**src/rtl/pipeline_ctrl_if.sv**
```systemverilog
// Handshake bundle between the pipeline controller and the datapath/caches.
// The master side is the controller: it consumes hazard and cache status
// and drives the latch enables/flushes, the PC enable and the cache requests.
interface pipeline_ctrl_if;
  // Status from datapath and caches
  logic       ihit;
  logic       dhit;
  logic       exmem_DRen;
  logic       exmem_DWen;
  logic       exmem_redirect;
  logic       memwb_halt;
  logic       idex_DRen;
  logic [4:0] idex_rt;
  logic [4:0] ifid_rs;
  logic [4:0] ifid_rt;

  // Control back to datapath and caches
  logic       pc_en;
  logic       ifid_en;
  logic       idex_en;
  logic       exmem_en;
  logic       memwb_en;
  logic       ifid_flush;
  logic       idex_flush;
  logic       exmem_flush;
  logic       memwb_flush;
  logic       iREN;
  logic       dREN;
  logic       dWEN;
  logic       halt;

  modport master (
    input  ihit, dhit, exmem_DRen, exmem_DWen, exmem_redirect, memwb_halt,
           idex_DRen, idex_rt, ifid_rs, ifid_rt,
    output pc_en, ifid_en, idex_en, exmem_en, memwb_en,
           ifid_flush, idex_flush, exmem_flush, memwb_flush,
           iREN, dREN, dWEN, halt
  );

  modport slave (
    output ihit, dhit, exmem_DRen, exmem_DWen, exmem_redirect, memwb_halt,
           idex_DRen, idex_rt, ifid_rs, ifid_rt,
    input  pc_en, ifid_en, idex_en, exmem_en, memwb_en,
           ifid_flush, idex_flush, exmem_flush, memwb_flush,
           iREN, dREN, dWEN, halt
  );
endinterface

```
**src/rtl/pipeline_ctrl.sv**
```systemverilog
// Stall/flush sequencer for the 5-stage pipeline. Waits for both the fetch
// and any MEM-stage data access to complete before advancing every latch,
// remembering which half already finished so it is never reissued. Inserts
// the load-use bubble, squashes on MEM-stage redirects, latches halt and
// counts stall cycles (saturating).
module pipeline_ctrl #(
  parameter int CNT_W = 32
) (
  input  logic             CLK,
  input  logic             nRST,
  pipeline_ctrl_if.master  bus,
  output logic [CNT_W-1:0] stall_cnt
);

  typedef enum logic [1:0] {
    RUN    = 2'd0,  // both fetch and data (if any) outstanding
    WAIT_D = 2'd1,  // fetch done, data access pending
    WAIT_I = 2'd2,  // data access done, fetch pending
    HALT   = 2'd3   // stopped until reset
  } state_t;

  state_t state, state_next;

  logic mreq;
  logic luh;
  logic adv;
  logic bubble;
  logic halt_entry;
  logic stall_inc;

  assign mreq = bus.exmem_DRen | bus.exmem_DWen;

  // A load in EX whose destination feeds the instruction in ID; $zero never hazards.
  assign luh = bus.idex_DRen && (bus.idex_rt != 5'd0) &&
               ((bus.idex_rt == bus.ifid_rs) || (bus.idex_rt == bus.ifid_rt));

  // A redirect squashes the dependent instruction anyway, so it wins over the bubble.
  assign bubble     = luh & ~bus.exmem_redirect;
  assign halt_entry = bus.memwb_halt & (state != HALT);

  // Bubble cycles are lost issue slots, so they are counted like real stalls.
  assign stall_inc  = (state != HALT) & (~adv | bubble);

  // State register.
  always_ff @(posedge CLK or negedge nRST) begin
    // NOTE: sequential state is written with <= so every flop samples the
    // pre-edge values; blocking here would create order-dependent races.
    if (!nRST) state <= RUN;
    else       state <= state_next;
  end

  // Next state, advance decision and gated cache requests.
  always_comb begin
    // NOTE: every output of this block gets a default first so no path
    // through the case leaves a signal unassigned, which would infer a latch.
    state_next = state;
    adv        = 1'b0;
    bus.iREN   = 1'b0;
    bus.dREN   = 1'b0;
    bus.dWEN   = 1'b0;
    case (state)
      RUN: begin
        bus.iREN = 1'b1;
        bus.dREN = bus.exmem_DRen;
        bus.dWEN = bus.exmem_DWen;
        adv      = bus.ihit & (~mreq | bus.dhit);
        if (bus.ihit & mreq & ~bus.dhit)      state_next = WAIT_D;
        else if (~bus.ihit & mreq & bus.dhit) state_next = WAIT_I;
      end
      WAIT_D: begin
        // Fetched instruction is held; do not refetch.
        bus.dREN = bus.exmem_DRen;
        bus.dWEN = bus.exmem_DWen;
        adv      = bus.dhit;
        if (bus.dhit) state_next = RUN;
      end
      WAIT_I: begin
        // Data access already completed; reissuing a store would double-write.
        bus.iREN = 1'b1;
        adv      = bus.ihit;
        if (bus.ihit) state_next = RUN;
      end
      default: ;  // HALT: everything idle
    endcase
    if (bus.memwb_halt) state_next = HALT;
    if (!nRST) begin
      bus.iREN = 1'b0;
      bus.dREN = 1'b0;
      bus.dWEN = 1'b0;
    end
  end

  // Latch enables/flushes and PC enable for the current cycle.
  always_comb begin
    bus.pc_en       = 1'b0;
    bus.ifid_en     = 1'b0;
    bus.idex_en     = 1'b0;
    bus.exmem_en    = 1'b0;
    bus.memwb_en    = 1'b0;
    bus.ifid_flush  = 1'b0;
    bus.idex_flush  = 1'b0;
    bus.exmem_flush = 1'b0;
    bus.memwb_flush = 1'b0;
    if (adv) begin
      bus.pc_en    = 1'b1;
      bus.ifid_en  = 1'b1;
      bus.idex_en  = 1'b1;
      bus.exmem_en = 1'b1;
      bus.memwb_en = 1'b1;
      if (bubble) begin
        bus.pc_en      = 1'b0;
        bus.ifid_en    = 1'b0;
        bus.idex_flush = 1'b1;
      end
      if (bus.exmem_redirect) begin
        bus.ifid_flush  = 1'b1;
        bus.idex_flush  = 1'b1;
        bus.exmem_flush = 1'b1;
      end
    end
    // The halting instruction must not retire twice, nor fetch continue.
    if (halt_entry) begin
      bus.pc_en    = 1'b0;
      bus.memwb_en = 1'b0;
    end
    if (!nRST) begin
      bus.pc_en       = 1'b0;
      bus.ifid_en     = 1'b0;
      bus.idex_en     = 1'b0;
      bus.exmem_en    = 1'b0;
      bus.memwb_en    = 1'b0;
      bus.ifid_flush  = 1'b0;
      bus.idex_flush  = 1'b0;
      bus.exmem_flush = 1'b0;
      bus.memwb_flush = 1'b0;
    end
  end

  assign bus.halt = (state == HALT);

  // Saturating stall-cycle counter.
  always_ff @(posedge CLK or negedge nRST) begin
    if (!nRST)                             stall_cnt <= '0;
    else if (stall_inc && stall_cnt != '1) stall_cnt <= stall_cnt + CNT_W'(1);
  end

endmodule

```
**src/flat_wrapper.sv**
```systemverilog
// flat-port wrapper written by rule: the top's interface ports become plain ports
module pipeline_ctrl_flat 
#(
  parameter int CNT_W = 32
)
  (CLK, nRST, stall_cnt, bus_ihit, bus_dhit, bus_exmem_DRen, bus_exmem_DWen, bus_exmem_redirect, bus_memwb_halt, bus_idex_DRen, bus_idex_rt, bus_ifid_rs, bus_ifid_rt, bus_pc_en, bus_ifid_en, bus_idex_en, bus_exmem_en, bus_memwb_en, bus_ifid_flush, bus_idex_flush, bus_exmem_flush, bus_memwb_flush, bus_iREN, bus_dREN, bus_dWEN, bus_halt);
  pipeline_ctrl_if bus_i ();
  input  logic CLK;
  input  logic nRST;
  output logic [CNT_W-1:0] stall_cnt;
  input wire logic [$bits(bus_i.ihit)-1:0] bus_ihit;
  input wire logic [$bits(bus_i.dhit)-1:0] bus_dhit;
  input wire logic [$bits(bus_i.exmem_DRen)-1:0] bus_exmem_DRen;
  input wire logic [$bits(bus_i.exmem_DWen)-1:0] bus_exmem_DWen;
  input wire logic [$bits(bus_i.exmem_redirect)-1:0] bus_exmem_redirect;
  input wire logic [$bits(bus_i.memwb_halt)-1:0] bus_memwb_halt;
  input wire logic [$bits(bus_i.idex_DRen)-1:0] bus_idex_DRen;
  input wire logic [$bits(bus_i.idex_rt)-1:0] bus_idex_rt;
  input wire logic [$bits(bus_i.ifid_rs)-1:0] bus_ifid_rs;
  input wire logic [$bits(bus_i.ifid_rt)-1:0] bus_ifid_rt;
  output wire logic [$bits(bus_i.pc_en)-1:0] bus_pc_en;
  output wire logic [$bits(bus_i.ifid_en)-1:0] bus_ifid_en;
  output wire logic [$bits(bus_i.idex_en)-1:0] bus_idex_en;
  output wire logic [$bits(bus_i.exmem_en)-1:0] bus_exmem_en;
  output wire logic [$bits(bus_i.memwb_en)-1:0] bus_memwb_en;
  output wire logic [$bits(bus_i.ifid_flush)-1:0] bus_ifid_flush;
  output wire logic [$bits(bus_i.idex_flush)-1:0] bus_idex_flush;
  output wire logic [$bits(bus_i.exmem_flush)-1:0] bus_exmem_flush;
  output wire logic [$bits(bus_i.memwb_flush)-1:0] bus_memwb_flush;
  output wire logic [$bits(bus_i.iREN)-1:0] bus_iREN;
  output wire logic [$bits(bus_i.dREN)-1:0] bus_dREN;
  output wire logic [$bits(bus_i.dWEN)-1:0] bus_dWEN;
  output wire logic [$bits(bus_i.halt)-1:0] bus_halt;
  assign bus_i.ihit = bus_ihit;
  assign bus_i.dhit = bus_dhit;
  assign bus_i.exmem_DRen = bus_exmem_DRen;
  assign bus_i.exmem_DWen = bus_exmem_DWen;
  assign bus_i.exmem_redirect = bus_exmem_redirect;
  assign bus_i.memwb_halt = bus_memwb_halt;
  assign bus_i.idex_DRen = bus_idex_DRen;
  assign bus_i.idex_rt = bus_idex_rt;
  assign bus_i.ifid_rs = bus_ifid_rs;
  assign bus_i.ifid_rt = bus_ifid_rt;
  assign bus_pc_en = bus_i.pc_en;
  assign bus_ifid_en = bus_i.ifid_en;
  assign bus_idex_en = bus_i.idex_en;
  assign bus_exmem_en = bus_i.exmem_en;
  assign bus_memwb_en = bus_i.memwb_en;
  assign bus_ifid_flush = bus_i.ifid_flush;
  assign bus_idex_flush = bus_i.idex_flush;
  assign bus_exmem_flush = bus_i.exmem_flush;
  assign bus_memwb_flush = bus_i.memwb_flush;
  assign bus_iREN = bus_i.iREN;
  assign bus_dREN = bus_i.dREN;
  assign bus_dWEN = bus_i.dWEN;
  assign bus_halt = bus_i.halt;
  pipeline_ctrl #(.CNT_W(CNT_W)) u_core (.CLK(CLK), .nRST(nRST), .bus(bus_i), .stall_cnt(stall_cnt));
endmodule
```
**config.mk**
```make
export PLATFORM = sky130hd
export DESIGN_NAME = pipeline_ctrl_flat
export DESIGN_NICKNAME = d
export VERILOG_FILES = /design/src/rtl/pipeline_ctrl_if.sv /design/src/rtl/pipeline_ctrl.sv /design/src/flat_wrapper.sv
export SDC_FILE = /design/constraint.sdc
export NUM_CORES = 1
export LEC_CHECK = 0
export CORE_MARGIN = 1.5
export CORE_UTILIZATION = 49
export DETAILED_ROUTE_END_ITERATION = 10
export PLACE_DENSITY = 0.85
export SKIP_CTS_REPAIR_TIMING = 1
export SLEW_MARGIN = 40
export SYNTH_ARGS = -nofsm -noshare
export SYNTH_HDL_FRONTEND = slang
export SYNTH_SLANG_ARGS = --single-unit
```
**constraint.sdc**
```tcl
create_clock -name CLK -period 3.25 [get_ports CLK]
set_input_delay 0.65 -clock CLK [delete_from_list [all_inputs] [get_ports CLK]]
set_output_delay 0.65 -clock CLK [all_outputs]
set_load 0.02 [all_outputs]
```
==> impl_metrics.ini, run 1 <==
[final_layout]
antenna_cells = 0
regArea_um2 = 851
stdcell_area_um2 = 2870
layout_common_cells = 59 x clkdlybuf4s50_1, 34 x xnor2_1, 34 x dfrtp_1
multi_input_area_um2 = 1040
nets = 314
fin_cells = 336
layout-drive-gt1-share = 0.105
area_growth_pct = 42.8
nFillCells = 311
layout_commonest_cell = clkdlybuf4s50_1

[placed_design]
numPortBuffers = 67
place_congestion = 0.809
dp_cells = 328
placed_cell_area_um2 = 2760
hpwlAfterDp_mm = 3.42

[timing]
finalSetupViolCount = 0
slew_headroom = 0.445
skew_ps = 4.32
final_hold_viol_count = 0
fin_crit_ps = 3060
slew_viol_final = 0
timing.final.crit_share = 0.943
fmax_mhz = 326
rsz0062_at_grt = false
worst_slew_pin_slew_ps = 825

[floorplan]
row_count = 23
io_pins = 69
dieHeight_um = 67.1
core_area_um2 = 3970
dieArea_um2 = 4500
start_util = 0.506
die_w_um = 67.1

[worst_setup_path]
r2r-end = u_core.stall_cnt[8]$_DFFE_PN0P_
regToRegStartpoint = u_core.state[0]$_DFFE_PN0P_
cp_slowest_cell = or3b_2
critPathLaunchType = input pin
cp-end-kind = output port
cp_cell_sequence = clkdlybuf4s50_1, nor2_1, o311a_1, a21oi_1, or3b_2, nor2_1, nor2b_1, clkbuf_2
r2r_setup_slack_ps = 440
cpPeakStageDelay_ps = 510
ff2ff_path_depth = 11
arrival_ps = 2410
cp.required_ps = 2600
crit_top_cell = nor2_1
worst-setup-path-type = input pin to output port
critPathMaxFanout = 5

[pwr]
clkPwrFrac = 0.281
ir_drop_uv = 465
p_switching_uw = 366
power_frac_comb = 0.288
p_leak_nw = 1.33
p_per_area_nw_per_um2 = 403
p_seq_frac = 0.431
intPower_uw = 790
switching_share = 0.316

[hold_path]
min_path_cells = 1
min_to = u_core.stall_cnt[16]$_DFFE_PN0P_
hold_path_class = flip-flop to flip-flop
min_from = u_core.stall_cnt[16]$_DFFE_PN0P_

[clocking]
htree_levels = 2
clkSlewWorstSetupHoldPaths_ps = 70
cts_buffer_depth = 2
clockRootBuffer = clkbuf_8
insertion_delay_ps = 290
cts_made_buffers = 5
numClockSinks = 34
cts_tree = yes

[synth]
ys_seq_area_frac = 0.423
syn_inst = 208
syn_area_um2 = 2010
ys_warn_count = 0
synth_cell_types = 40
syn_area_per_cell_um2 = 9.67
synthesis.nets = 237
ys_ff_latch = 34

[global_routing]
grt_max_degree = 37
antenna_found_initial = 0
grt_overflow = 0
grt.total_usage = 0.225
grt_pass1_wl_mm = 7.57
first_global_vias = 1739

[detailed_routing]
routed_wirelength_mm = 4.68
dr.pass1.iters = 4
via_per_inst = 5.26
dr.first_iter.drc_count = 38
avgRoutedWirePerCell_um = 13.9
drc = 0
vias = 1769
ant_nets = 0

[run_status]
status = complete, no violations

[job]
cap_viol_max_count = 0
-- registers in the layout (all words and copies together), names as in the netlist --
name	flops
u_core.stall_cnt	32
u_core.state	2
-- worst max-delay path by stage --
stage                                           start   endpoint  slack (ps)  cells after the start
after floorplan           u_core.state[0]$_DFFE_PN0P_  bus_pc_en         390                      8
after global placement                 bus_idex_rt[0]  bus_pc_en        -210                      8
after detailed placement               bus_idex_rt[0]  bus_pc_en        -290                      8
after CTS                              bus_idex_rt[0]  bus_pc_en        -290                      8
after global routing                   bus_idex_rt[0]  bus_pc_en          30                      8
final                                  bus_exmem_DWen  bus_pc_en         190                      8
-- critical path: cells and delay by family --
kind | cells | cell delay, ps
buf+inv | 2 | 610
compound gates | 2 | 210
simple gates | 4 | 950
-- cell usage after synthesis --
cell type  count  area, um^2
a211o_1        2        17.5
a21oi_1        2        10.0
a22o_1         1        8.76
a32oi_1        1        8.76
and2_1         2        12.5
and2_2         1        7.51
and3_1         6        37.5
and3_4         1        11.3
and4_1         4        35.0
and4_4         1        11.3
buf_4          3        22.5
buf_6          2        22.5
buf_8          1        15.0
clkbuf_1       2        7.51
conb_1         1        3.75
dfrtp_1       34         851
ha_1           5        62.6
inv_1         14        52.6
mux2_2         1        11.3
nand2_1       14        52.6
nand2b_1       1        6.26
nand3_1       14        70.1
nand3_2        4        40.0
nand4_1       13        81.3
nor2_1        17        63.8
nor2b_1        1        6.26
nor3_1         3        15.0
nor3b_1        2        15.0
nor4_1         1        6.26
o211ai_1       1        7.51
o21ai_0        4        20.0
o21ai_1        1        5.00
o22ai_1        2        12.5
o311a_1        1        10.0
o31a_1         1        8.76
or2_2          1        6.26
or3b_2         1        8.76
or4_1          1        7.51
xnor2_1       34         298
xor2_1         7        61.3
-- cell families after synthesis --
| group | share of synthesized area |
|---|---|
| and+or+nand+nor | 0.246 |
| other | 0.00187 |
| buffers and inverters | 0.0597 |
| AOI/OAI and AO/OA | 0.0541 |
| xor gates and xnor gates | 0.179 |
| DFF | 0.423 |
| muxes | 0.00560 |
| adders and majority gates | 0.0311 |
-- cell type report --
class / instances / area share
clock buffer: 7 / 0.0301
clock inverter: 1 / 0.00174
inverter: 14 / 0.0183
timing repair buffer: 78 / 0.268
sequential: 34 / 0.296
multi-input combinational: 152 / 0.364
tap: 50 / 0.0218
-- per-layer routing --
metal	GRT usage	routed length, um	vias to the layer above
li1	-	-	864
met1	0.267	1990	836
met2	0.370	2250	58
met3	0.0709	359	11
met4	0.0995	85	0
met5	0	0	-
-- power by group through the flow --
stage                     clock (mW)  combinational, mW  sequential, mW
after floorplan                    0              0.166           0.534
after global placement             0              0.322           0.504
after detailed placement           0              0.330           0.504
after CTS                      0.331              0.333           0.498
after global routing           0.353              0.362           0.504
final                          0.325              0.333           0.498
-- stage by stage --
step                utilization  worst slack (ps)  hold slack [ps]  TNS [ps]  total power, mW
CTS                       0.718              -292              498      -986             1.16
global route              0.723              27.5              526         0             1.22
global placement          0.695              -210              482      -612            0.826
floorplan                     -               388              354         0            0.700
detailed placement        0.695              -291              484      -908            0.834
finish                    0.723               186              491         0             1.16
No activity file was read; power rests on OpenSTA's default activity.
==> run 2: changes to the inputs <==
--- a/config.mk
+++ b/config.mk
@@ -5,10 +5,12 @@
 export SDC_FILE = /design/constraint.sdc
 export NUM_CORES = 1
 export LEC_CHECK = 0
+export ABC_AREA = 1
+export CAP_MARGIN = 5
 export CORE_MARGIN = 1.5
-export CORE_UTILIZATION = 49
+export CORE_UTILIZATION = 50
 export DETAILED_ROUTE_END_ITERATION = 10
-export PLACE_DENSITY = 0.85
+export PLACE_DENSITY = 0.8
 export SKIP_CTS_REPAIR_TIMING = 1
 export SLEW_MARGIN = 40
 export SYNTH_ARGS = -nofsm -noshare
==> run 2 against run 1 <==
Effect of this change:
- worst setup slack better by 12 ps
- total power is 46% higher
- critical path depth unchanged
- sequential share of layout area shrank 5.3 points
- synthesized cell count increased by 100%
- routed wire length increased by 46%
- count of clock-buffer cells in the layout down 1
- register-to-register slack improved by 580 ps
- non-clock buffer count down 6
- clock skew is 10 ps higher
- sequential power is 6.0% higher
- global-route usage up 2.3 points
==> impl_metrics.ini, run 2 <==
[worst_setup_path]
arrival_ps = 2400
cpPeakStageDelay_ps = 610
cp-end-kind = output port
critPathMaxFanout = 4
cp_cell_sequence = clkdlybuf4s50_1, inv_1, nor2_1, o21ai_0, a21oi_1, nand2_1, inv_1, clkdlybuf4s50_1
crit_buf_inv = 4
cp.required_ps = 2600
cpLargestDelayFamily = buffers and inverters
cp_slowest_cell = clkdlybuf4s50_1
regToRegStartpoint = u_core.stall_cnt[0]$_DFFE_PN0P_
critPathLaunchType = input pin
crit_path_start = bus_ihit
worst-setup-path-type = input pin to output port

[synth]
synth_edf_count = 0
syn_inst = 422
synth_cell_types = 31
synth_most_common_cell = nand2_1
ys_warn_count = 0
syn_area_per_cell_um2 = 6.38
synth_top_area_cell = dfrtp_1
ys_seq_area_frac = 0.316
synthTopCellsByArea = dfrtp_1 32%, nand2_1 21%, nand4_1 8.1%
syn_area_um2 = 2690
synth_top_area_frac = 0.316
ys_top_cells_by_count = 151 x nand2_1, 53 x nor2_1, 50 x inv_1, 35 x nand4_1, 34 x dfrtp_1
ys_async_sr_fraction = 1.00
synth_ff_type = dfrtp_1
synthesis.nets = 451
ys_ff_latch = 34

[final_layout]
largest-register = u_core.stall_cnt
largestRegisters = u_core.stall_cnt: 32 flops, u_core.state: 2 flops
area_growth_pct = 29.9
antenna_cells = 0
layout_commonest_cell = nand2_1
layout-drive-gt1-share = 0.0493
stdcell_area_um2 = 3500
layout_common_cells = 151 x nand2_1, 61 x clkdlybuf4s50_1, 53 x nor2_1
nets = 515
largest_register_ffs = 32

[floorplan]
dieArea_um2 = 5830
die_w_um = 76.4
io_pins = 69
dieHeight_um = 76.4
start_util = 0.524
row_count = 26
core_area_um2 = 5140

[job]
cap_viol_max_count = 0

[timing]
fmax_mhz = 328
fin_crit_ps = 3050
worst_slew_pin_slew_ps = 594
final.setup.worst_slack_ps = 198
finalSetupViolCount = 0
whs_ps = 251
slew_viol_final = 0
skew_ps = 14.4
slew_headroom = 0.602
rsz0062_at_grt = false
timing.final.crit_share = 0.939
final_hold_viol_count = 0

[global_routing]
antenna_found_initial = 0
grt_max_degree = 29
first_global_vias = 2721
grt_pass1_wl_mm = 11.9
grt.total_usage = 0.247
grt_overflow = 0

[pwr]
p_per_area_nw_per_um2 = 481
ir_drop_uv = 414
p_leak_nw = 1.76
power_mw = 1.68

[placed_design]
hpwlAfterDp_mm = 5.20
place_congestion = 0.950
placed_cell_area_um2 = 3390
numPortBuffers = 67
dp_worst_setup_slack_ps = -42.1

[clocking]
clkSlewWorstSetupHoldPaths_ps = 80
cts_made_buffers = 5
htree_levels = 2
numClockSinks = 34
insertion_delay_ps = 290
cts_tree = yes
clockRootBuffer = clkbuf_8
cts_buffer_depth = 2

[hold_path]
hold_path_class = input pin to async pin

[detailed_routing]
avgRoutedWirePerCell_um = 12.3
vias = 2889
dr.first_iter.drc_count = 236
routed_wirelength_mm = 6.86
drc = 0
via_per_inst = 5.19
dr.pass1.iters = 4
ant_nets = 0

[run_status]
status = complete, no violations
==> run 2: cell types whose count changed after synthesis, moves of 13 or more <==
| cell | delta |
|---|---|
| nand2_1 | +137 |
| nor2_1 | +36 |
| nand3_1 | +13 |
| inv_1 | +36 |
| xnor2_1 | -24 |
| nand4_1 | +22 |
==> run 2: final cells by class <==
type,count,area [um^2]
clock buffers,6,82.6
inverters,53,199
well taps,70,87.6
clock inverters,2,12.5
multi-input cells,320,1550
repair buffers,72,716
flip-flops and latches,34,851
fillers,490,1640
==> run 2: cells by family (layout without fill, tap and decap cells) <==
family,after synthesis,in the layout,synth area share
AND/OR/NAND/NOR,283,283,0.463
buffers and inverters,68,133,0.108
flip-flops,34,34,0.316
XOR/XNOR,19,19,0.0618
AO/OA/AOI/OAI,12,12,0.0265
adder cells (fa/ha/maj),5,5,0.0232
other,1,1,0.00139
==> run 2: per-layer routing <==
layer | up-vias | part of all wire | GRT usage
li1 | 1460 | - | -
met2 | 81 | 0.49 | 0.440
met3 | 11 | 0.048 | 0.0455
met5 | - | 0 | 0
met1 | 1337 | 0.45 | 0.302
met4 | 0 | 0.012 | 0.0759
==> run 2: path summary, 6_finish.rpt <==
kind                       slack [ps]  cells after the start                               end
setup / recovery                  200                      8                      bus_exmem_en
hold / removal                    250                      1  u_core.stall_cnt[18]$_DFFE_PN0P_
setup reg to reg                 1020                      9  u_core.stall_cnt[31]$_DFFE_PN0P_
hold reg to reg                   550                      2   u_core.stall_cnt[1]$_DFFE_PN0P_
max in group asynchronous        2380                      2  u_core.stall_cnt[10]$_DFFE_PN0P_
min in group CLK                  550                      2   u_core.stall_cnt[1]$_DFFE_PN0P_
==> run 2: metrics by stage <==
step / util / setup TNS (ps) / std cells
final: 0.680 / 0 / 557
after global routing: 0.680 / 0 / 557
after CTS: 0.678 / -34.7 / 557
after detailed placement: 0.659 / -42.1 / 549
after global placement: 0.659 / 0 / 549
after floorplan: - / 0 / 422
==> run 2: power by group <==
group / total (mW) / leakage (nW) / switching [mW] / internal [mW]
sequential: 0.528 / 0.463 / 0.0564 / 0.471
clock: 0.328 / 0.0472 / 0.158 / 0.170
combinational: 0.827 / 1.25 / 0.525 / 0.302
